File: config.mk
export PLATFORM = sky130hd
export DESIGN_NAME = serial_add_ctrl_flat
export DESIGN_NICKNAME = d
export VERILOG_FILES = /design/src/rtl/serial_add_ctrl_if.sv /design/src/rtl/serial_add_ctrl.sv /design/src/flat_wrapper.sv
export SDC_FILE = /design/constraint.sdc
export NUM_CORES = 1
export LEC_CHECK = 0
export ABC_AREA = 1
export CAP_MARGIN = 15
export CORE_ASPECT_RATIO = 0.6
export CORE_MARGIN = 2
export CORE_UTILIZATION = 47
export DETAILED_ROUTE_END_ITERATION = 10
export GPL_TIMING_DRIVEN = 0
export PLACE_DENSITY = 0.75
export SYNTH_ARGS = -nofsm -noshare
export SYNTH_HDL_FRONTEND = slang
export SYNTH_SLANG_ARGS = --single-unit
File: constraint.sdc
create_clock -name clk -period 3.3 [get_ports clk]
set_input_delay 0.66 -clock clk [delete_from_list [all_inputs] [get_ports clk]]
set_output_delay 0.66 -clock clk [all_outputs]
set_load 0.05 [all_outputs]
File: src/rtl/serial_add_ctrl_if.sv
// serial_add_ctrl_if: operand/result handshake bundle for the bit-serial adder
//   start/a/b/cin : requester -> adder (request and operands)
//   ready/busy/done/sum/cout : adder -> requester (status and registered result)
interface serial_add_ctrl_if #(parameter int WIDTH = 8);
    logic             start;
    logic [WIDTH-1:0] a;
    logic [WIDTH-1:0] b;
    logic             cin;
    logic             ready;
    logic             busy;
    logic             done;
    logic [WIDTH-1:0] sum;
    logic             cout;
    modport master (output start, a, b, cin, input ready, busy, done, sum, cout);
    modport slave  (input start, a, b, cin, output ready, busy, done, sum, cout);
endinterface

File: src/rtl/serial_add_ctrl.sv
// serial_add_ctrl: adds two WIDTH-bit operands plus carry-in one bit per cycle through a single full adder
//   clk, rst : rising-edge clock, synchronous active-high reset
//   bus      : slave side of serial_add_ctrl_if (start/a/b/cin in; ready/busy/done/sum/cout out)
module full_adder (
    input  logic a,
    input  logic b,
    input  logic cin,
    output logic s,
    output logic cout
);
    assign s    = a ^ b ^ cin;
    assign cout = (a & b) | (cin & (a ^ b));
endmodule

module serial_add_ctrl #(parameter int WIDTH = 8) (
    input logic              clk,
    input logic              rst,
    serial_add_ctrl_if.slave bus
);
    localparam int CW = $clog2(WIDTH + 1);
    typedef enum logic [1:0] {IDLE = 2'd0, RUN = 2'd1, DONE = 2'd2} state_t;
    state_t           state_q, state_d;
    logic [WIDTH-1:0] opa_q, opa_d, opb_q, opb_d, res_q, res_d, sum_q, sum_d;
    logic [CW-1:0]    cnt_q, cnt_d;
    logic             carry_q, carry_d, cout_q, cout_d;
    logic             fa_s, fa_co;
    logic [WIDTH-1:0] res_shift;
    logic             last;

    full_adder u_fa (.a(opa_q[0]), .b(opb_q[0]), .cin(carry_q), .s(fa_s), .cout(fa_co));

    // new sum bit enters at the MSB so the LSB lands at bit 0 after WIDTH shifts
    assign res_shift = (res_q >> 1) | (WIDTH'(fa_s) << (WIDTH - 1));
    assign last      = cnt_q == CW'(WIDTH - 1);

    always_comb begin
        state_d = state_q;
        opa_d   = opa_q;
        opb_d   = opb_q;
        res_d   = res_q;
        carry_d = carry_q;
        cnt_d   = cnt_q;
        sum_d   = sum_q;
        cout_d  = cout_q;
        case (state_q)
            IDLE: if (bus.start) begin
                opa_d   = bus.a;
                opb_d   = bus.b;
                carry_d = bus.cin;
                cnt_d   = '0;
                res_d   = '0;
                state_d = RUN;
            end
            RUN: begin
                opa_d   = opa_q >> 1;
                opb_d   = opb_q >> 1;
                res_d   = res_shift;
                carry_d = fa_co;
                // counter holds at WIDTH-1 on the final bit instead of stepping past it
                if (last) begin
                    sum_d   = res_shift;
                    cout_d  = fa_co;
                    state_d = DONE;
                end else cnt_d = cnt_q + CW'(1);
            end
            DONE:    state_d = IDLE;
            default: state_d = IDLE;
        endcase
    end

    always_ff @(posedge clk) begin
        if (rst) begin
            state_q <= IDLE;
            opa_q   <= '0;
            opb_q   <= '0;
            res_q   <= '0;
            carry_q <= 1'b0;
            cnt_q   <= '0;
            sum_q   <= '0;
            cout_q  <= 1'b0;
        end else begin
            state_q <= state_d;
            opa_q   <= opa_d;
            opb_q   <= opb_d;
            res_q   <= res_d;
            carry_q <= carry_d;
            cnt_q   <= cnt_d;
            sum_q   <= sum_d;
            cout_q  <= cout_d;
        end
    end

    assign bus.ready = state_q == IDLE;
    assign bus.busy  = state_q == RUN;
    assign bus.done  = state_q == DONE;
    assign bus.sum   = sum_q;
    assign bus.cout  = cout_q;
endmodule

File: src/flat_wrapper.sv
// flat-port wrapper written by rule: the top's interface ports become plain ports
module serial_add_ctrl_flat 
#(parameter int WIDTH = 8)
  (clk, rst, bus_start, bus_a, bus_b, bus_cin, bus_ready, bus_busy, bus_done, bus_sum, bus_cout);
  serial_add_ctrl_if #(.WIDTH(WIDTH)) bus_i ();
  input logic clk;
  input logic rst;
  input wire logic [$bits(bus_i.start)-1:0] bus_start;
  input wire logic [$bits(bus_i.a)-1:0] bus_a;
  input wire logic [$bits(bus_i.b)-1:0] bus_b;
  input wire logic [$bits(bus_i.cin)-1:0] bus_cin;
  output wire logic [$bits(bus_i.ready)-1:0] bus_ready;
  output wire logic [$bits(bus_i.busy)-1:0] bus_busy;
  output wire logic [$bits(bus_i.done)-1:0] bus_done;
  output wire logic [$bits(bus_i.sum)-1:0] bus_sum;
  output wire logic [$bits(bus_i.cout)-1:0] bus_cout;
  assign bus_i.start = bus_start;
  assign bus_i.a = bus_a;
  assign bus_i.b = bus_b;
  assign bus_i.cin = bus_cin;
  assign bus_ready = bus_i.ready;
  assign bus_busy = bus_i.busy;
  assign bus_done = bus_i.done;
  assign bus_sum = bus_i.sum;
  assign bus_cout = bus_i.cout;
  serial_add_ctrl #(.WIDTH(WIDTH)) u_core (.clk(clk), .rst(rst), .bus(bus_i));
endmodule
==> metrics.md, run 1 <==
| Metric | Value |
|---|---|
| Status | complete, no violations |
| Master cell of the clock root buffer | clkbuf_8 |
| Placed wire-length estimate after detailed placement | between 2 and 3 mm |
| Routability Congestion | between 0.7 and 0.8 |
| Starting density of the core | around half |
| Via count of the first global-routing pass | around 1,400 |
| Synth Area in Compound Gates | under 10% |
| Post-route DRC | 0 |
| Number of CTS-inserted buffers | 5 |
| Count of different cell masters after synthesis | 22 |
| Clock Skews | just over 0.004 ns |
| Area share of and/or/nand/nor cells after synthesis | 37.84% |
| CP Class | flip-flop to primary output |
| Part of the cycle the worst path needs | between 80% and 90% |
| Count of endpoints failing setup in the final report | 0 |
| Top cell type's share of synthesized area | 44.89% |
| Arithmetic-cell share of the synthesized area counting full adders, half adders and majority gates | 1.871% |
| Standard cell area after detailed placement | about 0.0021 mm2 |
| Critical Path Start Type | flip-flop |
| Max frequency | 0.3774 GHz |
| Final Hold Viols | 0 |
| Largest net degree at the start of global routing | 13 |
| Overall global routing resource usage | about a fifth |
| Row Count | 17 |
| Post-Synthesis Mean Instance Area | 6.874 um2 |
| Die span in y | a little over 50 um |
| #FFs+latches synth | 39 |
| Vias after detailed routing | roughly 1,500 |
| Synthesized cell area | ~0.0017 mm2 |
| Post-CTS Hold Fix Bufs | 0 |
| Horizontal die dimension | 82.53 um |
| Floorplan core area | 0.003616 mm2 |
| Number of top-level pins | 32 |
| Data required time at the worst endpoint | 2.64 ns |
| Dominant combinational cell family by area after synthesis | simple AND/OR/NAND/NOR gates |
| Sequential cell area fraction in the yosys report | 44.89% |
| Clock Latency Late Sink | 0.29 ns |
| Final nets | about 310 |
| Clock sink total | 39 |
| Synth Instances | 253 |
| Final Max Tran Viols | 0 |
| Largest cells by area after synthesis | dfxtp_1 45%, nand2_1 18%, nor2_1 9.3%, a21oi_1 5.5%, inv_1 5.2% |
| Global-route congestion overflow total | 0 |
| Worst min path class | flip-flop to flip-flop |
| Warning count from the yosys run | 0 |
| Antenna violation net count after detailed routing | 0 |
| Cell accounting for the most synthesized area | dfxtp_1 |
| Synth Net Count | approximately 280 |
| Worst VDD drop | approximately 0.21 mV |
| RSZ-0062 raised after global routing | no |
| Ratio of cells with drive above 1 in the final layout | between 10% and 20% |
| Xor and xnor area share after synthesis | 0% |
| Area of the die | ~0.0042 mm2 |
| Routed via count divided by cell count | 4.456 |
| Number of port buffers | 30 |
| Clock Tree Buf Depth | 2 |
| Worst slew margin relative to its limit | 66.01% |
| Clock-pin slew on the worst setup and hold paths | 0.07 ns |
| ANT cells | 0 |
| Average routed wire per standard cell | 10.35 um |
| Transition at the pin with the smallest max-transition slack | between 0.5 and 0.6 ns |
| Worst Path Max Fanout | 10 |
| Areal power density over the cells | 440.9 mW/mm2 |
| Kind of capture point of the worst setup path | primary output |
| Arrival time of data at the critical path endpoint | 1.99 ns |
| Syn-to-layout area delta | 25.47% |
| Initial antenna violation count | 0 |
| Setup TNS Final | 0 ns |
| Wire length after detailed routing | 3.498 mm |
| Detailed-router iteration count before antenna repair | 4 |
| TritonCTS clock tree | built |
| Post-CTS setup-driven buffer insertion count | 0 |
| Final worst path period need | 2.650 ns |
| Post-CTS Resized | 0 |
| Final non-filler cell area | about 0.0022 mm2 |
| Cell leakage power | 0.9262 nW |
| Global-route wire length before repair | between 6 and 7 mm |
| Initial drt markers | 42 |
| Max capacitance violation total | 0 |
| Multiplexer area fraction after synthesis | 0% |
| H-tree depth | 2 |
## cell usage in the layout (no fill, tap or decap), drive strengths merged, types with 3 or more instances in the layout
cell,instances
dfxtp,39
clkbuf,8
nand3,7
o21ai,4
clkinv,3
nand2,88
clkdlybuf4s50,30
a21oi,19
inv,28
buf,5
nor2,55
## area by class of cell
type	instances	area [um2]
fill	361	1434
multi-input combinational	178	805.8
sequential	39	780.7
timing repair buffer	30	300.3
inverter	28	105.1
clock buffer	5	68.82
tap	47	58.81
buffer	8	47.55
clock inverter	3	15.01
## Yosys cell counts
| master | instances |
|---|---|
| a21oi_1 | 19 |
| buf_1 | 1 |
| buf_2 | 2 |
| buf_6 | 2 |
| clkbuf_1 | 3 |
| dfxtp_1 | 39 |
| fa_1 | 1 |
| ha_1 | 1 |
| inv_1 | 24 |
| inv_2 | 4 |
| nand2_1 | 85 |
| nand2_2 | 1 |
| nand2_4 | 2 |
| nand3_1 | 7 |
| nand3b_1 | 1 |
| nand4_1 | 1 |
| nor2_1 | 43 |
| nor2_2 | 10 |
| nor2_4 | 1 |
| nor2_8 | 1 |
| o21ai_0 | 4 |
| or2_2 | 1 |
## cell families (layout without fill, tap and decap cells)
| kind of cell | Yosys count | in the layout |
|---|---|---|
| AND/OR/NAND/NOR | 153 | 153 |
| buffers and inverters | 36 | 74 |
| AO/OA/AOI/OAI | 23 | 23 |
| adder cells (fa/ha/maj) | 2 | 2 |
| flip-flops | 39 | 39 |
## path summary, 6_finish.rpt
check	startpoint	endpoint	slack [ns]	cells past startpoint
worst min register to register	u_core.bus.sum[5]	u_core.bus.sum[5]	0.47	2
worst max register to register	u_core.cnt_q[0]	u_core.bus.sum[7]	1.87	7
worst max-delay path	u_core.state_q[0]	bus_busy	0.65	4
worst min-delay path	u_core.bus.sum[5]	u_core.bus.sum[5]	0.47	2
## through the flow
step	setup slack [ns]	util (%)	total power, mW	instances	hold WS [ns]
after global routing	0.5481	60.35	1.020	338	0.4808
after global placement	0.9525	58.03	0.6585	330	0.4495
after floorplan	1.468	-	0.6110	253	0.4361
final	0.6505	60.35	0.9621	338	0.4660
after detailed placement	0.9614	58.03	0.6598	330	0.4563
after CTS	0.6357	60.35	0.9689	338	0.4679
## registers in the layout (all words and copies together) (netlist names)
register         count
u_core.bus.sum       8
u_core.state_q       2
u_core.carry_q       1
u_core.opa_q         8
u_core.opb_q         8
u_core.bus.cout      1
u_core.cnt_q         4
u_core.res_q         7
## critical path: stages (launching register included)
cell	delay, ns
dfxtp_1	0.38
inv_2	0.08
nor2_8	0.16
buf_2	0.24
clkdlybuf4s50_1	0.83
## report_power, final
part / internal, mW / total, mW / switching, mW
registers: 0.490 / 0.503 / 0.0124
logic: 0.0604 / 0.147 / 0.0868
clock network: 0.145 / 0.312 / 0.168
total: 0.695 / 0.962 / 0.267
## metal layers
layer | global-route usage, % | vias up | share of wire, %
met5 | 0 | - | 0
met4 | 7.377 | 0 | 1.4
met3 | 5.830 | 7 | 5.1
met2 | 28.09 | 30 | 40
met1 | 26.45 | 635 | 54
li1 | - | 834 | -
(Power assumes the default switching activity.)
==> inputs of run 2 (changes only) <==
==> constraint.sdc (replaced) <==
create_clock -name clk -period 2.55 [get_ports clk]
set_input_delay 0.51 -clock clk [delete_from_list [all_inputs] [get_ports clk]]
set_output_delay 0.51 -clock clk [all_outputs]
set_load 0.05 [all_outputs]
==> metrics.md, run 2 (synthesis gave the netlist of run 1 again) <==
| Metric | Value |
|---|---|
| Clock Skews | 0.004140 ns |
| Critical register-to-register path startpoint | u_core.cnt_q[0] |
| Register area | ~800 um2 |
| Leading cell type in the layout, fill and taps excluded | nand2_1 |
| Floorplan core area | 0.003616 mm2 |
| Final nets | 312 |
| ANT cells | 0 |
| Transition at the pin with the smallest max-transition slack | 0.5083 ns |
| Area of the multi-input gates | 805.8 um2 |
| Detailed-router iteration count before antenna repair | 4 |
| Status | complete, no violations |
| Final Core Density | 60.42% |
| Row Count | 17 |
| Worst VDD drop | around 0.28 mV |
| Worst setup slack after placement | 0.3614 ns |
| Destination of the worst register-to-register timing path | u_core.bus.sum[7] |
| Post-CTS Hold Fix Bufs | 0 |
| Areal power density over the cells | 569.8 mW/mm2 |
| Setup slack on the worst flop-to-flop path | 1.12 ns |
| Launching element of the worst setup path | u_core.state_q[1] |
| Area of the die | between 0.004 and 0.005 mm2 |
| Data required time at the worst endpoint | 2.04 ns |
| Worst Path Max Fanout | 3 |
| Setup TNS Final | 0 ns |
| RSZ-0062 raised after global routing | no |
| Initial drt markers | 42 |
| CP Class | flip-flop to primary output |
| Final Hold Viols | 0 |
| Critical Path Start Type | flip-flop |
| Number of CTS-inserted buffers | 5 |
| Ratio of cells with drive above 1 in the final layout | 11.00% |
| Post-route DRC | 0 |
| Cell leakage power | 0.9398 nW |
| Routability Congestion | between 0.7 and 0.8 |
| Horizontal die dimension | 82.53 um |
| Die span in y | 51.12 um |
| Master cell of the clock root buffer | clkbuf_8 |
| Fin worst setup slack | 0.2972 ns |
| Overall global routing resource usage | 19.19% |
| Part of the cycle the worst path needs | just under 90% |
| Average routed wire per standard cell | just over 10 um |
| Post-route non-filler standard cell count | 338 |
| H-tree depth | 2 |
| Max capacitance violation total | 0 |
| Number of placed cells counting well taps | 330 |
| Largest net degree at the start of global routing | 13 |
| Kind of capture point of the worst setup path | primary output |
| Final worst path period need | 2.253 ns |
| TritonCTS clock tree | built |
| Clock Latency Late Sink | 0.29 ns |
| Wire length after detailed routing | 3.503 mm |
| Commonest cells after routing, fill and taps aside | 85 x nand2_1, 43 x nor2_1, 39 x dfxtp_1 |
| Count of endpoints failing setup in the final report | 0 |
| Syn-to-layout area delta | 25.61% |
| Clock-pin slew on the worst setup and hold paths | 0.07 ns |
| Vias after detailed routing | roughly 1,500 |
| Initial antenna violation count | 0 |
| Worst min path class | flip-flop to flip-flop |
| Number of port buffers | 30 |
| Max frequency | between 0.4 and 0.5 GHz |
| Number of inserted filler cells in the final layout | roughly 360 |
| Clock Tree Buf Depth | 2 |
| Clock sink total | 39 |
| Total power consumption of the routed design | 1.245 mW |
| Standard cell area after detailed placement | 0.002098 mm2 |
| Antenna violation net count after detailed routing | 0 |
| Capturing element of the worst setup path | bus_done |
| Final hold slack | 0.4660 ns |
| Global-route wire length before repair | 6.003 mm |
| Worst R2R Path Depth | 7 |
| Via count of the first global-routing pass | about 1,400 |
| Placed wire-length estimate after detailed placement | roughly 2.5 mm |
| Final non-filler cell area | 0.002185 mm2 |
| Number of top-level pins | 32 |
| Routed via count divided by cell count | about 4.5 |
| Final Max Tran Viols | 0 |
| Worst slew margin relative to its limit | around two thirds |
| Global-route congestion overflow total | 0 |
| Starting density of the core | 48.10% |
| Arrival time of data at the critical path endpoint | 1.74 ns |
-- run 2: cell types whose count changed in the layout (fill, tap and decap cells not counted), sizes merged --
| cell | previous run | this run |
|---|---|---|
| dlymetal6s2s | 0 | 1 |
| clkdlybuf4s50 | 30 | 29 |
-- run 2: area by class of cell --
type	count	share of cell area, %
Buffer	8	2.176
Clock buffer	5	3.150
Clock inverter	3	0.6873
Inverter	28	4.811
Multi-Input combinational cell	178	36.88
Sequential cell	39	35.74
Tap cell	47	2.692
Timing Repair Buffer	30	13.86
-- run 2: report_power, final --
group	internal (mW)	switching (mW)
clock network	0.187	0.217
logic	0.0781	0.112
registers	0.634	0.0160
-- run 2: worst min-delay path by stage --
| stage | from | endpoint | depth (start not counted) |
|---|---|---|---|
| after global placement | u_core.res_q[1] | u_core.res_q[1] | 2 |
| after global routing | u_core.bus.sum[3] | u_core.bus.sum[3] | 2 |
| final | u_core.bus.sum[5] | u_core.bus.sum[5] | 2 |
| after floorplan | u_core.res_q[1] | u_core.res_q[1] | 2 |
| after detailed placement | u_core.bus.sum[5] | u_core.bus.sum[5] | 2 |
| after CTS | u_core.bus.sum[5] | u_core.bus.sum[5] | 2 |
-- run 2: metal layers --
metal  share of wire, %  vias to the layer above  wire length, um  track usage [%]
met5                  0                        -                0                0
met4                1.4                        0               48            7.377
met3                5.1                        7              180            5.830
met2                 40                       30             1384            28.09
met1                 54                      635             1888            26.45
li1                   -                      834                -                -
-- run 2: timing repair --
item	in CTS	in global routing
setup endpoints to repair	0	1
buffers inserted	0	0
gates resized for setup	0	1
-- run 2: worst max-delay path, cell delays in order (launching register included) --
cell and delay [ns]:
dfxtp_1 0.47, inv_1 0.09, nor2_1 0.09, clkdlybuf4s50_1 0.80
==> inputs of run 3 (changes only) <==
--- a/config.mk
+++ b/config.mk
@@ -8,7 +8,6 @@
 export ABC_AREA = 1
 export CAP_MARGIN = 15
 export CORE_ASPECT_RATIO = 0.6
-export CORE_MARGIN = 2
 export CORE_UTILIZATION = 47
 export DETAILED_ROUTE_END_ITERATION = 10
 export GPL_TIMING_DRIVEN = 0
==> constraint.sdc (replaced) <==
create_clock -name clk -period 2.4 [get_ports clk]
set_input_delay 0.48 -clock clk [delete_from_list [all_inputs] [get_ports clk]]
set_output_delay 0.48 -clock clk [all_outputs]
set_load 0.05 [all_outputs]
==> metrics.md, run 3 (synthesis gave the netlist of run 1 again) <==
| Metric | Value |
|---|---|
| Status | complete, no violations |
| Setup slack on the worst flop-to-flop path | 0.97 ns |
| Placed wire-length estimate after detailed placement | 2.493 mm |
| RSZ-0062 raised after global routing | no |
| Final nets | 312 |
| Transition at the pin with the smallest max-transition slack | 0.5303 ns |
| Worst R2R Path Depth | 7 |
| Total power consumption of the routed design | 1.342 mW |
| Horizontal die dimension | 80.53 um |
| Vias after detailed routing | about 1,500 |
| Global-route wire length before repair | about 6 mm |
| Row Count | 16 |
| Post-route DRC | 0 |
| Setup TNS Final | 0 ns |
| Final worst path period need | 2.244 ns |
| Library cell contributing the largest single delay on the critical path | clkdlybuf4s50_1 |
| Clock sink total | 39 |
| Floorplan core area | between 0.003 and 0.004 mm2 |
| Clock Latency Late Sink | 0.29 ns |
| Family of cells with the greatest summed delay on the critical path | buffers and inverters |
| Max capacitance violation total | 0 |
| Clock Tree Buf Depth | 2 |
| Area of the die | 0.003956 mm2 |
| Ratio of cells with drive above 1 in the final layout | 11.00% |
| Kind of capture point of the worst setup path | primary output |
| Final Max Tran Viols | 0 |
| Final Hold Viols | 0 |
| Worst Min Path Start | u_core.bus.sum[3] |
| Detailed-router iteration count before antenna repair | 4 |
| Largest net degree at the start of global routing | 15 |
| Number of cells traversed by the worst hold path | 2 |
| Number of port buffers | 30 |
| Wire length after detailed routing | 3.491 mm |
| Worst min path class | flip-flop to flip-flop |
| Routed via count divided by cell count | 4.601 |
| Arrival time of data at the critical path endpoint | 1.76 ns |
| Cell-by-cell listing of the critical path | inv_1 > nor2_1 > clkdlybuf4s50_1 |
| TritonCTS clock tree | built |
| Endpoint, Worst Hold | u_core.bus.sum[3] |
| Overall global routing resource usage | 20.11% |
| Count of buffering cells on the critical path with inverters included | 2 |
| Initial drt markers | 85 |
| Via count of the first global-routing pass | 1,349 |
| Post-CTS setup-driven buffer insertion count | 0 |
| Max frequency | between 0.4 and 0.5 GHz |
| Leading cell type in the layout, fill and taps excluded | nand2_1 |
| CP Class | flip-flop to primary output |
| Destination of the worst register-to-register timing path | u_core.bus.sum[6] |
| Worst VDD drop | 0.3178 mV |
| Die span in y | 49.12 um |
| Master cell of the clock root buffer | clkbuf_8 |
| Worst slew margin relative to its limit | 64.65% |
| Average routed wire per standard cell | 10.39 um |
| Areal power density over the cells | 613.5 mW/mm2 |
| Number of CTS-inserted buffers | 5 |
| Launching element of the worst setup path | u_core.state_q[1] |
| Cell leakage power | 0.9223 nW |
| Worst Path Max Fanout | 3 |
| Routability Congestion | approximately 0.74 |
| Critical Path Start Type | flip-flop |
| Clock-pin slew on the worst setup and hold paths | around 0.08 ns |
| Starting density of the core | 51.41% |
| Max incr delay on CP | 0.80 ns |
| Syn-to-layout area delta | 25.76% |
| Commonest cells after routing, fill and taps aside | 85 x nand2_1, 43 x nor2_1, 39 x dfxtp_1 |
| Antenna violation net count after detailed routing | 0 |
| ANT cells | 0 |
| Clock Skews | 0.005493 ns |
| H-tree depth | 2 |
| Number of inserted filler cells in the final layout | between 300 and 400 |
| Data required time at the worst endpoint | 1.92 ns |
| Critical register-to-register path startpoint | u_core.cnt_q[0] |
| Part of the cycle the worst path needs | 93.49% |
| Global-route congestion overflow total | 0 |
| Number of top-level pins | 32 |
| Count of endpoints failing setup in the final report | 0 |
| Initial antenna violation count | 0 |
## run 3: changes by cell type in the layout (fill, tap and decap cells not counted)
cell / delta
dlymetal6s2s_1: -1
clkinvlp_4: +2
dlygate4sd2_1: +1
clkinv_2: -3
inv_6: +1
## run 3: worst max-delay path by stage
stage / to / slack, ns / cells past startpoint
floorplan: bus_done / 0.75 / 2
global placement: bus_busy / 0.24 / 4
detailed placement: bus_busy / 0.25 / 4
CTS: bus_done / 0.14 / 3
global route: bus_done / 0.06 / 3
finish: bus_done / 0.16 / 3
## run 3: worst register-to-register path, stage by stage (launching register included)
cell	delay (ns)
dfxtp_1	0.40
ha_1	0.21
nand2_1	0.08
nor2_1	0.12
nand2_2	0.16
inv_2	0.21
nand2_1	0.08
a21oi_1	0.11
## run 3: timing repair
action,in CTS,in global routing
hold buffers,0,0
setup endpoints to repair,1,0
resized for setup,1,0
## run 3: routing by layer
layer  up-vias  routed length (um)  global-route usage [%]
met5         -                   0                       0
met4         0                  21                   5.357
met3         4                 137                   5.607
met2        28                1456                   29.10
met1       675                1875                   29.17
li1        839                   -                       -
## run 3: report_power, final
part | total [mW] | switching (mW) | internal [mW] | leakage (nW)
Sequential | 0.691 | 0.0167 | 0.674 | 0.318
Clock | 0.451 | 0.243 | 0.208 | 0.0408
Combinational | 0.201 | 0.119 | 0.0818 | 0.564
Total | 1.34 | 0.379 | 0.963 | 0.922
## run 3: per-stage QoR
stage | std cells | setup slack (ns) | hold WS (ns) | utilization, % | cell area [um2]
final | 336 | 0.1561 | 0.4670 | 64.65 | 2187
after global routing | 336 | 0.05596 | 0.4860 | 64.65 | 2187
after CTS | 336 | 0.1442 | 0.4700 | 64.65 | 2187
after detailed placement | 328 | 0.2457 | 0.4568 | 61.95 | 2096
after global placement | 328 | 0.2437 | 0.4526 | 61.95 | 2096
after floorplan | 253 | 0.7484 | 0.4361 | - | 1739
## run 3: area by class of cell
class	count	area, um2	area share (%)
clock buffer	5	68.82	3.146
clock inverter	3	23.77	1.087
inverter	28	105.1	4.805
multi-input combinational	178	805.8	36.84
buffer	8	47.55	2.174
sequential	39	780.7	35.70
tap	45	56.30	2.574
timing repair buffer	30	299.0	13.67
